## src/rtl/mcycle_ctrl_pkg.sv

```systemverilog
// Shared types and defaults for the multi-cycle execute sequencer.
package mcycle_ctrl_pkg;

  localparam int MUL_LAT_DEF = 3;
  localparam int XLEN_DEF    = 32;

  typedef enum logic [2:0] {
    IDLE,
    RUN_DIV,
    RUN_MUL,
    RUN_CLMUL,
    DONE
  } mcycle_state_type;

  // Data buses stay outside these structs so XLEN remains a free parameter.
  typedef struct packed {
    logic       valid;
    logic       div;
    logic       mul;
    logic       clmul;
    logic [4:0] waddr;
    logic       flush;
    logic       wb_ready;
    logic       div_done;
    logic       clmul_done;
  } mcycle_ctrl_in_type;

  typedef struct packed {
    logic div_start;
    logic mul_start;
    logic clmul_start;
    logic div_kill;
    logic clmul_kill;
    logic illegal;
  } mcycle_ctrl_out_type;

  function automatic logic [1:0] flag_count(input logic a, input logic b, input logic c);
    return {1'b0, a} + {1'b0, b} + {1'b0, c};
  endfunction

endpackage

```

## src/rtl/mcycle_ctrl_if.sv

```systemverilog
// Issue, unit and writeback signals between the execute stage, the
// multi-cycle units and the sequencer.
interface mcycle_ctrl_if #(
  parameter int XLEN = 32
);
  logic            issue_valid;
  logic            issue_div;
  logic            issue_mul;
  logic            issue_clmul;
  logic [4:0]      issue_waddr;
  logic            flush;
  logic            wb_ready;
  logic            div_done;
  logic [XLEN-1:0] div_result;
  logic            clmul_done;
  logic [XLEN-1:0] clmul_result;
  logic [XLEN-1:0] mul_result;
  logic            div_start;
  logic            mul_start;
  logic            clmul_start;
  logic            div_kill;
  logic            clmul_kill;
  logic            stall;
  logic [4:0]      busy_waddr;
  logic            res_valid;
  logic [XLEN-1:0] res_data;
  logic [4:0]      res_waddr;
  logic            illegal;

  modport master (
    output issue_valid, issue_div, issue_mul, issue_clmul, issue_waddr,
           flush, wb_ready, div_done, div_result, clmul_done, clmul_result, mul_result,
    input  div_start, mul_start, clmul_start, div_kill, clmul_kill,
           stall, busy_waddr, res_valid, res_data, res_waddr, illegal
  );

  modport slave (
    input  issue_valid, issue_div, issue_mul, issue_clmul, issue_waddr,
           flush, wb_ready, div_done, div_result, clmul_done, clmul_result, mul_result,
    output div_start, mul_start, clmul_start, div_kill, clmul_kill,
           stall, busy_waddr, res_valid, res_data, res_waddr, illegal
  );
endinterface

```

## src/rtl/mcycle_ctrl.sv

```systemverilog
// Sequences one divide/multiply/clmul op at a time, stalls the pipe while it runs
// and holds the result until writeback takes it; multiply done after MUL_LAT+1 cycles.
module mcycle_ctrl
  import mcycle_ctrl_pkg::*;
#(
  parameter int MUL_LAT = MUL_LAT_DEF,
  parameter int XLEN    = XLEN_DEF
) (
  input logic        clock,
  input logic        reset,
  mcycle_ctrl_if.slave bus
);

  localparam int            CW       = $clog2(MUL_LAT + 1);
  localparam logic [CW-1:0] CNT_LOAD = CW'(MUL_LAT);
  localparam logic [CW-1:0] CNT_ONE  = CW'(1);

  mcycle_ctrl_in_type  in_s;
  mcycle_ctrl_out_type ctl_q, ctl_d;
  mcycle_state_type    state_q, state_d;
  logic [CW-1:0]       cnt_q, cnt_d;
  logic [4:0]          waddr_q, waddr_d;
  logic [4:0]          busy_q, busy_d;
  logic [4:0]          res_waddr_q, res_waddr_d;
  logic [XLEN-1:0]     res_data_q, res_data_d;
  logic                res_valid_q;
  logic [1:0]          n_flags;
  logic                accept;
  logic                stall_c;

  assign in_s = '{valid:      bus.issue_valid,
                  div:        bus.issue_div,
                  mul:        bus.issue_mul,
                  clmul:      bus.issue_clmul,
                  waddr:      bus.issue_waddr,
                  flush:      bus.flush,
                  wb_ready:   bus.wb_ready,
                  div_done:   bus.div_done,
                  clmul_done: bus.clmul_done};

  assign n_flags = flag_count(in_s.div, in_s.mul, in_s.clmul);

  always_comb begin
    state_d     = state_q;
    cnt_d       = cnt_q;
    waddr_d     = waddr_q;
    res_data_d  = res_data_q;
    res_waddr_d = res_waddr_q;
    ctl_d       = '0;
    accept      = 1'b0;

    case (state_q)
      IDLE: begin
        if (in_s.valid && !in_s.flush && n_flags == 2'd1) begin
          accept            = 1'b1;
          waddr_d           = in_s.waddr;
          cnt_d             = CNT_LOAD;
          ctl_d.div_start   = in_s.div;
          ctl_d.mul_start   = in_s.mul;
          ctl_d.clmul_start = in_s.clmul;
          state_d           = in_s.div ? RUN_DIV : (in_s.mul ? RUN_MUL : RUN_CLMUL);
        end else if (in_s.valid && n_flags >= 2'd2) begin
          ctl_d.illegal = 1'b1;
        end
      end
      RUN_DIV: begin
        // flush beats a same-cycle done: the result is dropped and the unit still killed
        if (in_s.flush) begin
          ctl_d.div_kill = 1'b1;
          state_d        = IDLE;
        end else if (in_s.div_done) begin
          res_data_d  = bus.div_result;
          res_waddr_d = waddr_q;
          state_d     = DONE;
        end
      end
      RUN_MUL: begin
        if (in_s.flush) begin
          state_d = IDLE;
        end else if (cnt_q == CNT_ONE) begin
          res_data_d  = bus.mul_result;
          res_waddr_d = waddr_q;
          state_d     = DONE;
        end else begin
          cnt_d = cnt_q - CNT_ONE;
        end
      end
      RUN_CLMUL: begin
        if (in_s.flush) begin
          ctl_d.clmul_kill = 1'b1;
          state_d          = IDLE;
        end else if (in_s.clmul_done) begin
          res_data_d  = bus.clmul_result;
          res_waddr_d = waddr_q;
          state_d     = DONE;
        end
      end
      DONE: begin
        if (in_s.flush || in_s.wb_ready) begin
          state_d = IDLE;
        end
      end
      default: state_d = IDLE;
    endcase

    busy_d  = (state_d == IDLE) ? 5'd0 : waddr_d;
    stall_c = ((state_q != IDLE) && !(state_q == DONE && in_s.wb_ready)) || accept;
  end

  always_ff @(posedge clock) begin
    if (reset) begin
      state_q     <= IDLE;
      cnt_q       <= '0;
      waddr_q     <= '0;
      busy_q      <= '0;
      res_waddr_q <= '0;
      res_data_q  <= '0;
      res_valid_q <= 1'b0;
      ctl_q       <= '0;
    end else begin
      state_q     <= state_d;
      cnt_q       <= cnt_d;
      waddr_q     <= waddr_d;
      busy_q      <= busy_d;
      res_waddr_q <= res_waddr_d;
      res_data_q  <= res_data_d;
      res_valid_q <= (state_d == DONE);
      ctl_q       <= ctl_d;
    end
  end

  assign bus.div_start   = ctl_q.div_start;
  assign bus.mul_start   = ctl_q.mul_start;
  assign bus.clmul_start = ctl_q.clmul_start;
  assign bus.div_kill    = ctl_q.div_kill;
  assign bus.clmul_kill  = ctl_q.clmul_kill;
  assign bus.illegal     = ctl_q.illegal;
  assign bus.stall       = stall_c;
  assign bus.busy_waddr  = busy_q;
  assign bus.res_valid   = res_valid_q;
  assign bus.res_data    = res_data_q;
  assign bus.res_waddr   = res_waddr_q;

endmodule

```

## src/flat_wrapper.sv

```systemverilog
// flat-port wrapper written by rule: the top's interface ports become plain ports
module mcycle_ctrl_flat import mcycle_ctrl_pkg::*;
#(
  parameter int MUL_LAT = MUL_LAT_DEF,
  parameter int XLEN    = XLEN_DEF
)
  (clock, reset, bus_issue_valid, bus_issue_div, bus_issue_mul, bus_issue_clmul, bus_issue_waddr, bus_flush, bus_wb_ready, bus_div_done, bus_div_result, bus_clmul_done, bus_clmul_result, bus_mul_result, bus_div_start, bus_mul_start, bus_clmul_start, bus_div_kill, bus_clmul_kill, bus_stall, bus_busy_waddr, bus_res_valid, bus_res_data, bus_res_waddr, bus_illegal);
  mcycle_ctrl_if #(.XLEN(XLEN)) bus_i ();
  input logic clock;
  input logic reset;
  input wire logic [$bits(bus_i.issue_valid)-1:0] bus_issue_valid;
  input wire logic [$bits(bus_i.issue_div)-1:0] bus_issue_div;
  input wire logic [$bits(bus_i.issue_mul)-1:0] bus_issue_mul;
  input wire logic [$bits(bus_i.issue_clmul)-1:0] bus_issue_clmul;
  input wire logic [$bits(bus_i.issue_waddr)-1:0] bus_issue_waddr;
  input wire logic [$bits(bus_i.flush)-1:0] bus_flush;
  input wire logic [$bits(bus_i.wb_ready)-1:0] bus_wb_ready;
  input wire logic [$bits(bus_i.div_done)-1:0] bus_div_done;
  input wire logic [$bits(bus_i.div_result)-1:0] bus_div_result;
  input wire logic [$bits(bus_i.clmul_done)-1:0] bus_clmul_done;
  input wire logic [$bits(bus_i.clmul_result)-1:0] bus_clmul_result;
  input wire logic [$bits(bus_i.mul_result)-1:0] bus_mul_result;
  output wire logic [$bits(bus_i.div_start)-1:0] bus_div_start;
  output wire logic [$bits(bus_i.mul_start)-1:0] bus_mul_start;
  output wire logic [$bits(bus_i.clmul_start)-1:0] bus_clmul_start;
  output wire logic [$bits(bus_i.div_kill)-1:0] bus_div_kill;
  output wire logic [$bits(bus_i.clmul_kill)-1:0] bus_clmul_kill;
  output wire logic [$bits(bus_i.stall)-1:0] bus_stall;
  output wire logic [$bits(bus_i.busy_waddr)-1:0] bus_busy_waddr;
  output wire logic [$bits(bus_i.res_valid)-1:0] bus_res_valid;
  output wire logic [$bits(bus_i.res_data)-1:0] bus_res_data;
  output wire logic [$bits(bus_i.res_waddr)-1:0] bus_res_waddr;
  output wire logic [$bits(bus_i.illegal)-1:0] bus_illegal;
  assign bus_i.issue_valid = bus_issue_valid;
  assign bus_i.issue_div = bus_issue_div;
  assign bus_i.issue_mul = bus_issue_mul;
  assign bus_i.issue_clmul = bus_issue_clmul;
  assign bus_i.issue_waddr = bus_issue_waddr;
  assign bus_i.flush = bus_flush;
  assign bus_i.wb_ready = bus_wb_ready;
  assign bus_i.div_done = bus_div_done;
  assign bus_i.div_result = bus_div_result;
  assign bus_i.clmul_done = bus_clmul_done;
  assign bus_i.clmul_result = bus_clmul_result;
  assign bus_i.mul_result = bus_mul_result;
  assign bus_div_start = bus_i.div_start;
  assign bus_mul_start = bus_i.mul_start;
  assign bus_clmul_start = bus_i.clmul_start;
  assign bus_div_kill = bus_i.div_kill;
  assign bus_clmul_kill = bus_i.clmul_kill;
  assign bus_stall = bus_i.stall;
  assign bus_busy_waddr = bus_i.busy_waddr;
  assign bus_res_valid = bus_i.res_valid;
  assign bus_res_data = bus_i.res_data;
  assign bus_res_waddr = bus_i.res_waddr;
  assign bus_illegal = bus_i.illegal;
  mcycle_ctrl #(.MUL_LAT(MUL_LAT), .XLEN(XLEN)) u_core (.clock(clock), .reset(reset), .bus(bus_i));
endmodule
```

## config.mk

```make
export PLATFORM = sky130hd
export DESIGN_NAME = mcycle_ctrl_flat
export DESIGN_NICKNAME = d
export VERILOG_FILES = /design/src/rtl/mcycle_ctrl_pkg.sv /design/src/rtl/mcycle_ctrl_if.sv /design/src/rtl/mcycle_ctrl.sv /design/src/flat_wrapper.sv
export SDC_FILE = /design/constraint.sdc
export NUM_CORES = 1
export LEC_CHECK = 0
export BUFFER_PORTS_ARGS = -buffer_cell sky130_fd_sc_hd__buf_2
export CAP_MARGIN = 25
export CORE_MARGIN = 2
export CORE_UTILIZATION = 44
export DETAILED_ROUTE_END_ITERATION = 8
export GPL_TIMING_DRIVEN = 0
export PLACE_DENSITY = 0.8
export SYNTH_ARGS = -nofsm -noshare
export SYNTH_HDL_FRONTEND = slang
export SYNTH_SLANG_ARGS = --single-unit
```

## constraint.sdc

```tcl
create_clock -name clock -period 1.9 [get_ports clock]
set_input_delay 0 -clock clock [delete_from_list [all_inputs] [get_ports clock]]
set_output_delay 0 -clock clock [all_outputs]
set_load 0.01 [all_outputs]
```

After elaboration in Yosys (flattened, before gate mapping)
Index checks and enable logic that the tools add are counted.
{"block": "word_totals", "ff_bits": 59, "latchBits": 0, "mem_bits_rw": 0, "rom_bits": 0, "in_bits": 111, "output_inout_bits": 50, "elab_cells": 92, "mem_count": 0}
{"block": "op_classes", "addsub": 3, "multipliers": 0, "div": 0, "order_cmp": 1, "n_eq_ne": 15, "n_shift": 0, "n_mux": 35, "bitwise_logic": 4, "reduce_logical": 21}
{"op": "two-way mux 32 bit", "n": 6}
{"op": "one-hot mux 32 bit (3 select lines)", "n": 1}
{"op": "two-way mux 5 bit", "n": 8}
{"op": "two-way mux 3 bit", "n": 9}
{"op": "one-hot mux 3 bit (5 select lines)", "n": 1}
{"op": "one-hot mux 5 bit (3 select lines)", "n": 1}
{"op": "!= test 2 bit (second input constant)", "n": 6}
{"op": "AND reduction 7 bit", "n": 1}
{"op": "equality test 3 x 2 -> 1 bit (second input constant)", "n": 2}
{"op": "equality test 3 bit (second input constant)", "n": 2}
{"op": "zero test 3 bit", "n": 2}
{"op": "two-way mux 2 bit", "n": 3}
{"op": "nonzero test 3 bit", "n": 2}
{"op": "OR reduction 2 bit", "n": 3}
{"op": "OR reduction 3 bit", "n": 2}
{"op": "logical AND 1 bit", "n": 5}
{"op": "two-way mux 1 bit", "n": 5}
{"op": "equality test 2 x 1 -> 1 bit (second input constant)", "n": 2}
{"op": "!= test 2 x 1 -> 1 bit (second input constant)", "n": 2}
{"op": "NOT 1 bit", "n": 4}
{"op": "one-hot mux 2 bit (2 select lines)", "n": 1}
{"op": "AND reduction 4 bit", "n": 1}
{"op": "equality test 3 x 1 -> 1 bit (second input constant)", "n": 1}
{"op": "adder 1 x 1 -> 2 bit", "n": 1}
{"op": "other kinds (6)", "n": 8}

Longest topological paths before layout
{"block": "depth", "ltp_word": 8, "mapped_depth": 8, "mapped_depth_nobuf": 6}

Worst setup path before layout
No wires, ideal clock.
{"block": "synth_path", "path_type": "input-to-reg", "start": "input port bus_issue_clmul", "end": "register u_core.busy_q[0] (netlist: u_core.bus.busy_waddr[0])", "setup_ps": 134, "t_arrival_ps": 1428, "required_time_ps": 1766, "path_slack_ps": 338, "stages": 6, "n_path_buf": 1, "path_cell_list": "fa_1 -> nand3b_1 -> or3_1 -> clkbuf_1 -> mux2i_1 -> a21oi_1"}
{"block": "synth_between", "elab_chain_cells": 7, "elab_cells_between_ends": 9, "classes_between": "add/sub (1); eq/ne (1); mux (4); reduce/logical (3)"}
{"element": "start: declaration", "line_no": "flat_wrapper.sv:14", "rtl": "input wire logic [$bits(bus_i.issue_clmul)-1:0] bus_issue_clmul;"}
{"element": "adder 2 x 1 -> 2 bit *", "line_no": "mcycle_ctrl_pkg.sv:38", "rtl": "return {1'b0, a} + {1'b0, b} + {1'b0, c};"}
{"element": "equality test 2 x 1 -> 1 bit *", "line_no": "mcycle_ctrl.sv:54", "rtl": "if (in_s.valid && !in_s.flush && n_flags == 2'd1) begin"}
{"element": "logical AND 1 bit *", "line_no": "mcycle_ctrl.sv:54"}
{"element": "two-way mux 3 bit", "line_no": "mcycle_ctrl.sv:54"}
{"element": "one-hot mux 3 bit (5 select lines)", "line_no": "mcycle_ctrl.sv:52", "rtl": "case (state_q)"}
{"element": "zero test 3 bit", "line_no": "mcycle_ctrl.sv:106", "rtl": "busy_d = (state_d == IDLE) ? 5'd0 : waddr_d;"}
{"element": "OR reduction 2 bit (no source line)"}
{"element": "end signal: assignment", "line_no": "mcycle_ctrl.sv:124", "rtl": "busy_q <= busy_d;"}
{"element": "end: declaration", "line_no": "mcycle_ctrl.sv:23", "rtl": "logic [4:0] busy_q, busy_d;"}
Every way passes the cells marked *; elsewhere a longest branch is shown, timed or not.
A chain may end at the register's enable or synchronous reset.

Worst setup path in the final report
{"block": "layout_path", "start": "register u_core.state_q[0]", "end": "output port bus_stall"}
{"block": "layout_between", "elab_chain_cells": 5, "elab_cells_between_ends": 8, "classes_between": "eq/ne (1); mux (1); reduce/logical (6)"}
{"element": "start: declaration", "line_no": "mcycle_ctrl.sv:20", "rtl": "mcycle_state_type state_q, state_d;"}
{"element": "start signal: assignment", "line_no": "mcycle_ctrl.sv:121", "rtl": "state_q <= state_d;"}
{"element": "equality test 3 bit", "line_no": "mcycle_ctrl.sv:107", "rtl": "stall_c = ((state_q != IDLE) && !(state_q == DONE && in_s.wb_ready)) || accept;"}
{"element": "logical AND 1 bit", "line_no": "mcycle_ctrl.sv:107"}
{"element": "zero test 1 bit", "line_no": "mcycle_ctrl.sv:107"}
{"element": "logical AND 1 bit", "line_no": "mcycle_ctrl.sv:107"}
{"element": "logical OR 1 bit *", "line_no": "mcycle_ctrl.sv:107"}
{"element": "end: declaration", "line_no": "flat_wrapper.sv:28", "rtl": "output wire logic [$bits(bus_i.stall)-1:0] bus_stall;"}
Marked as above.

==> metrics.md <==
| Metric | Value |
|---|---|
| Status | finished clean |
| Die extent in y | between 80 and 90 µm |
| ANT nets after route | 0 |
| Setup_tns | 0 ns |
| Synth top area share | 0.4173 |
| Hold Vio Cnt, Final | 0 |
| Fin nets | 644 |
| Share of post-route cells with drive strength above 1 | 0.3769 |
| Pwr dens | 630.7 nW/µm² |
| Leakage power figure | 0.001884 µW |
| Clock Latency Late Sink | 0.33 ns |
| CP Capture Point | bus_stall |
| GPL Wtd Cong | between 0.8 and 0.9 |
| Vias | 3127 |
| Synth Cell Area | 2830 µm² |
| Clock buffer depth | 2 |
| Worst Skew | 0.008178 ns |
| Maximum fanout along the worst path | 10 |
| Routed wire per std cell | 14.38 µm |
| Peak supply drop | between 0.5 and 0.6 mV |
| Clk pin slew, worst setup/hold paths | 0.06 ns |
| CTS sink count | 59 |
| FF-to-FF setup slack | 0.15 ns |
| Minimum clock period | 1.780 ns |
| Startpoint Class | register |
| Synth Area in Adders | 0.01149 |
| Die area | around 7100 µm² |
| Critical R2R Capture | u_core.bus.res_data[3] |
| Post-DR vias/cell | 5.101 |
| Clk root buf | clkbuf_8 |
| Cells along the critical path | buf_6, buf_2, clkbuf_4, nor2_1, o311ai_0, buf_2 |
| Global route total overflow | 0 |
| Ys Warns | 0 |
| Initial antenna violation count | 0 |
| Post-synth cell types | 34 |
| Antenna cells | 0 |
| Mux cell area share after synthesis | 0.1379 |
| I/O Buffers | between 150 and 200 |
| Global-route wire length before repair | 14220 µm |
| Commonest non-fill, non-tap cell in the layout | buf_2 |
| Endpoints failing setup | 0 |
| GRT Overall Usage | 0.2479 |
| Critical path's slowest cell | dfxtp_1 |
| CTS tree | yes |
| Yosys reg bits | 59 |
| Largest net degree at the start of global routing | 11 |
| Dpl hpwl | 6324 µm |
| Final period util | 0.9369 |
| Critical path capture point type | output port |
| Post-layout util | 0.6795 |
| Die Width | 84.20 µm |
| Drt first pass iters | 5 |
| Seq/Total Area, Yosys | 0.4173 |
| RSZ-0062 raised after global routing | false |
| Site Rows | 29 |
| Synth Area in XOR/XNOR | 0 |
| MaxCap Viol Count | 0 |
| Gate Count Post-Synth | 326 |
| Fmax | approximately 0.56 GHz |
| Register Area | 1181 µm² |
| Syn_nets | 439 |
| Largest family of logic cells by synthesized area | compound AO/OA/AOI/OAI gates |
| Final WL | 8815 µm |
| # IOs | between 150 and 200 |
| Core area | approximately 6300 µm² |
| Max stage delay on crit path | 0.33 ns |
| Req. time, crit path | 1.90 ns |
| DRC | 0 |
| CP most frequent cell | buf_2 |
| Crit Path Class | reg -> out |
| Starting density of the core | 0.4509 |
| Worst min-delay path category | in -> reg |
| Synth area leaders | dfxtp_1, mux2i_1, nand2_1 |
| Mapped Avg Cell Area | 8.682 µm² |
| Simple-Gate Fraction of Synth Area | 0.1857 |
| Vias in the first global route | 3209 |
| Synth Area in Compound Gates | 0.1905 |
| Multi-input gate area | approximately 1500 µm² |
| Area delta synth->final | 50.71% |
| H-tree levels | 3 |
| R2r startpoint | u_core.state_q[0] |
| Worst Max-Slew Pin Slew | around 0.64 ns |
| Most frequent cells in the layout | buf_2, nand2_1, dfxtp_1 |
| Crit path DAT | between 1.5 and 2 ns |
| Num CTS Buffers | 9 |
| First element of the critical path | u_core.state_q[0] |
| FILL cells | 539 |
| Tot Pwr | around 2700 µW |
| Final count of pins violating max slew | 0 |
| Worst Reg2Reg Path Length in Cells | 7 |
| Area leader, netlist | dfxtp_1 |
| Slew headroom | 0.5717 |
| DRT iter0 DRCs | 95 |
-- metal layers --
metal / track usage / wire length (µm)
met1: 0.2747 / 3558
met2: 0.4560 / 4597
met3: 0.05801 / 518
met4: 0.09677 / 140
met5: 0 / 0
-- through the flow --
step / setup slack, ns / cells / hold slack (ns) / instance area [µm²]
2_1_floorplan: 0.3379 / 326 / 0.1459 / 2830
3_3_place_gp: 0.05198 / 563 / 0.2664 / 3727
3_5_place_dp: 0.01759 / 563 / 0.2737 / 3727
4_1_cts: 0.04627 / 611 / 0.0006722 / 4239
5_1_grt: 0.004589 / 613 / 0.01458 / 4265
6_report: 0.1199 / 613 / 0.006022 / 4265
-- registers in the layout, indices dropped and copies added (netlist names) --
name,flops
u_core.bus.busy_waddr,5
u_core.bus.mul_start,1
u_core.bus.div_start,1
u_core.cnt_q,2
u_core.bus.illegal,1
u_core.state_q,3
u_core.bus.res_data,32
u_core.waddr_q,5
u_core.bus.div_kill,1
u_core.bus.res_valid,1
u_core.bus.clmul_kill,1
u_core.bus.clmul_start,1
u_core.bus.res_waddr,5
-- worst min-delay path by stage --
stage          slack (ns)  cells past startpoint                      end                from
6_report            0.006                      3  u_core.bus.res_data[10]  bus_div_result[10]
5_1_grt              0.01                      3  u_core.bus.res_data[12]  bus_div_result[12]
4_1_cts            0.0007                      3  u_core.bus.res_data[12]  bus_div_result[12]
3_5_place_dp         0.27                      2   u_core.bus.clmul_start     bus_issue_clmul
3_3_place_gp         0.27                      3        u_core.waddr_q[2]  bus_issue_waddr[2]
2_1_floorplan        0.15                      1   u_core.bus.clmul_start     bus_issue_clmul
-- worst max-delay path, delay by kind of cell, from the launching register on --
kind	cells	cell delay [ns]
buf+inv	4	0.96
flops	1	0.33
compound gates	1	0.10
simple gates	1	0.05
-- cells in the mapped netlist --
master and instances:
nand2_1 75, dfxtp_1 59, a21oi_1 43, mux2i_1 39, o211ai_1 32, buf_2 15, nor2_1 8, clkbuf_1 7
and3_1 5, buf_6 4, nand3b_1 4, nor3_1 4, nand2b_1 3, nor4_1 3, inv_1 2, nor2b_1 2
or2_1 2, or2_2 2, or3_1 2, a211oi_1 1, a311o_1 1, a311oi_1 1, a311oi_4 1, a32o_1 1
and4bb_2 1, buf_4 1, fa_1 1, ha_1 1, nand2b_4 1, nor4b_1 1, nor4bb_1 1, o21ai_0 1
o21bai_1 1, o311ai_0 1
-- cell type report --
type / instances / share of cell area
multi-input cells: 238 / 0.3497
flip-flops and latches: 59 / 0.2769
plain buffers: 27 / 0.03784
repair buffers: 194 / 0.2664
inverters: 2 / 0.001760
well taps: 77 / 0.02259
clock buffers: 15 / 0.04371
clock inverters: 1 / 0.001173
-- power breakdown --
part,leakage [µW],internal (µW),switching (µW)
clock,0.0000997,615,456
combinational,0.00131,198,158
sequential,0.000476,1250,8.27
total,0.00188,2070,622
-- cell families after synthesis --
kind of cell | after synthesis
and+or+nand+nor | 114
AOI/OAI and AO/OA | 83
DFF | 59
muxes | 39
buffers and inverters | 29
adders and majority gates | 2
-- timing repair --
action,4_1_cts,5_1_grt
hold buffers,32,0
pin swaps,1,1
hold endpoints to repair,38,0
setup buffers,0,2
resized for setup,0,4
endpoints found under the setup margin,4,15
No activity file was read; power rests on OpenSTA's default activity.
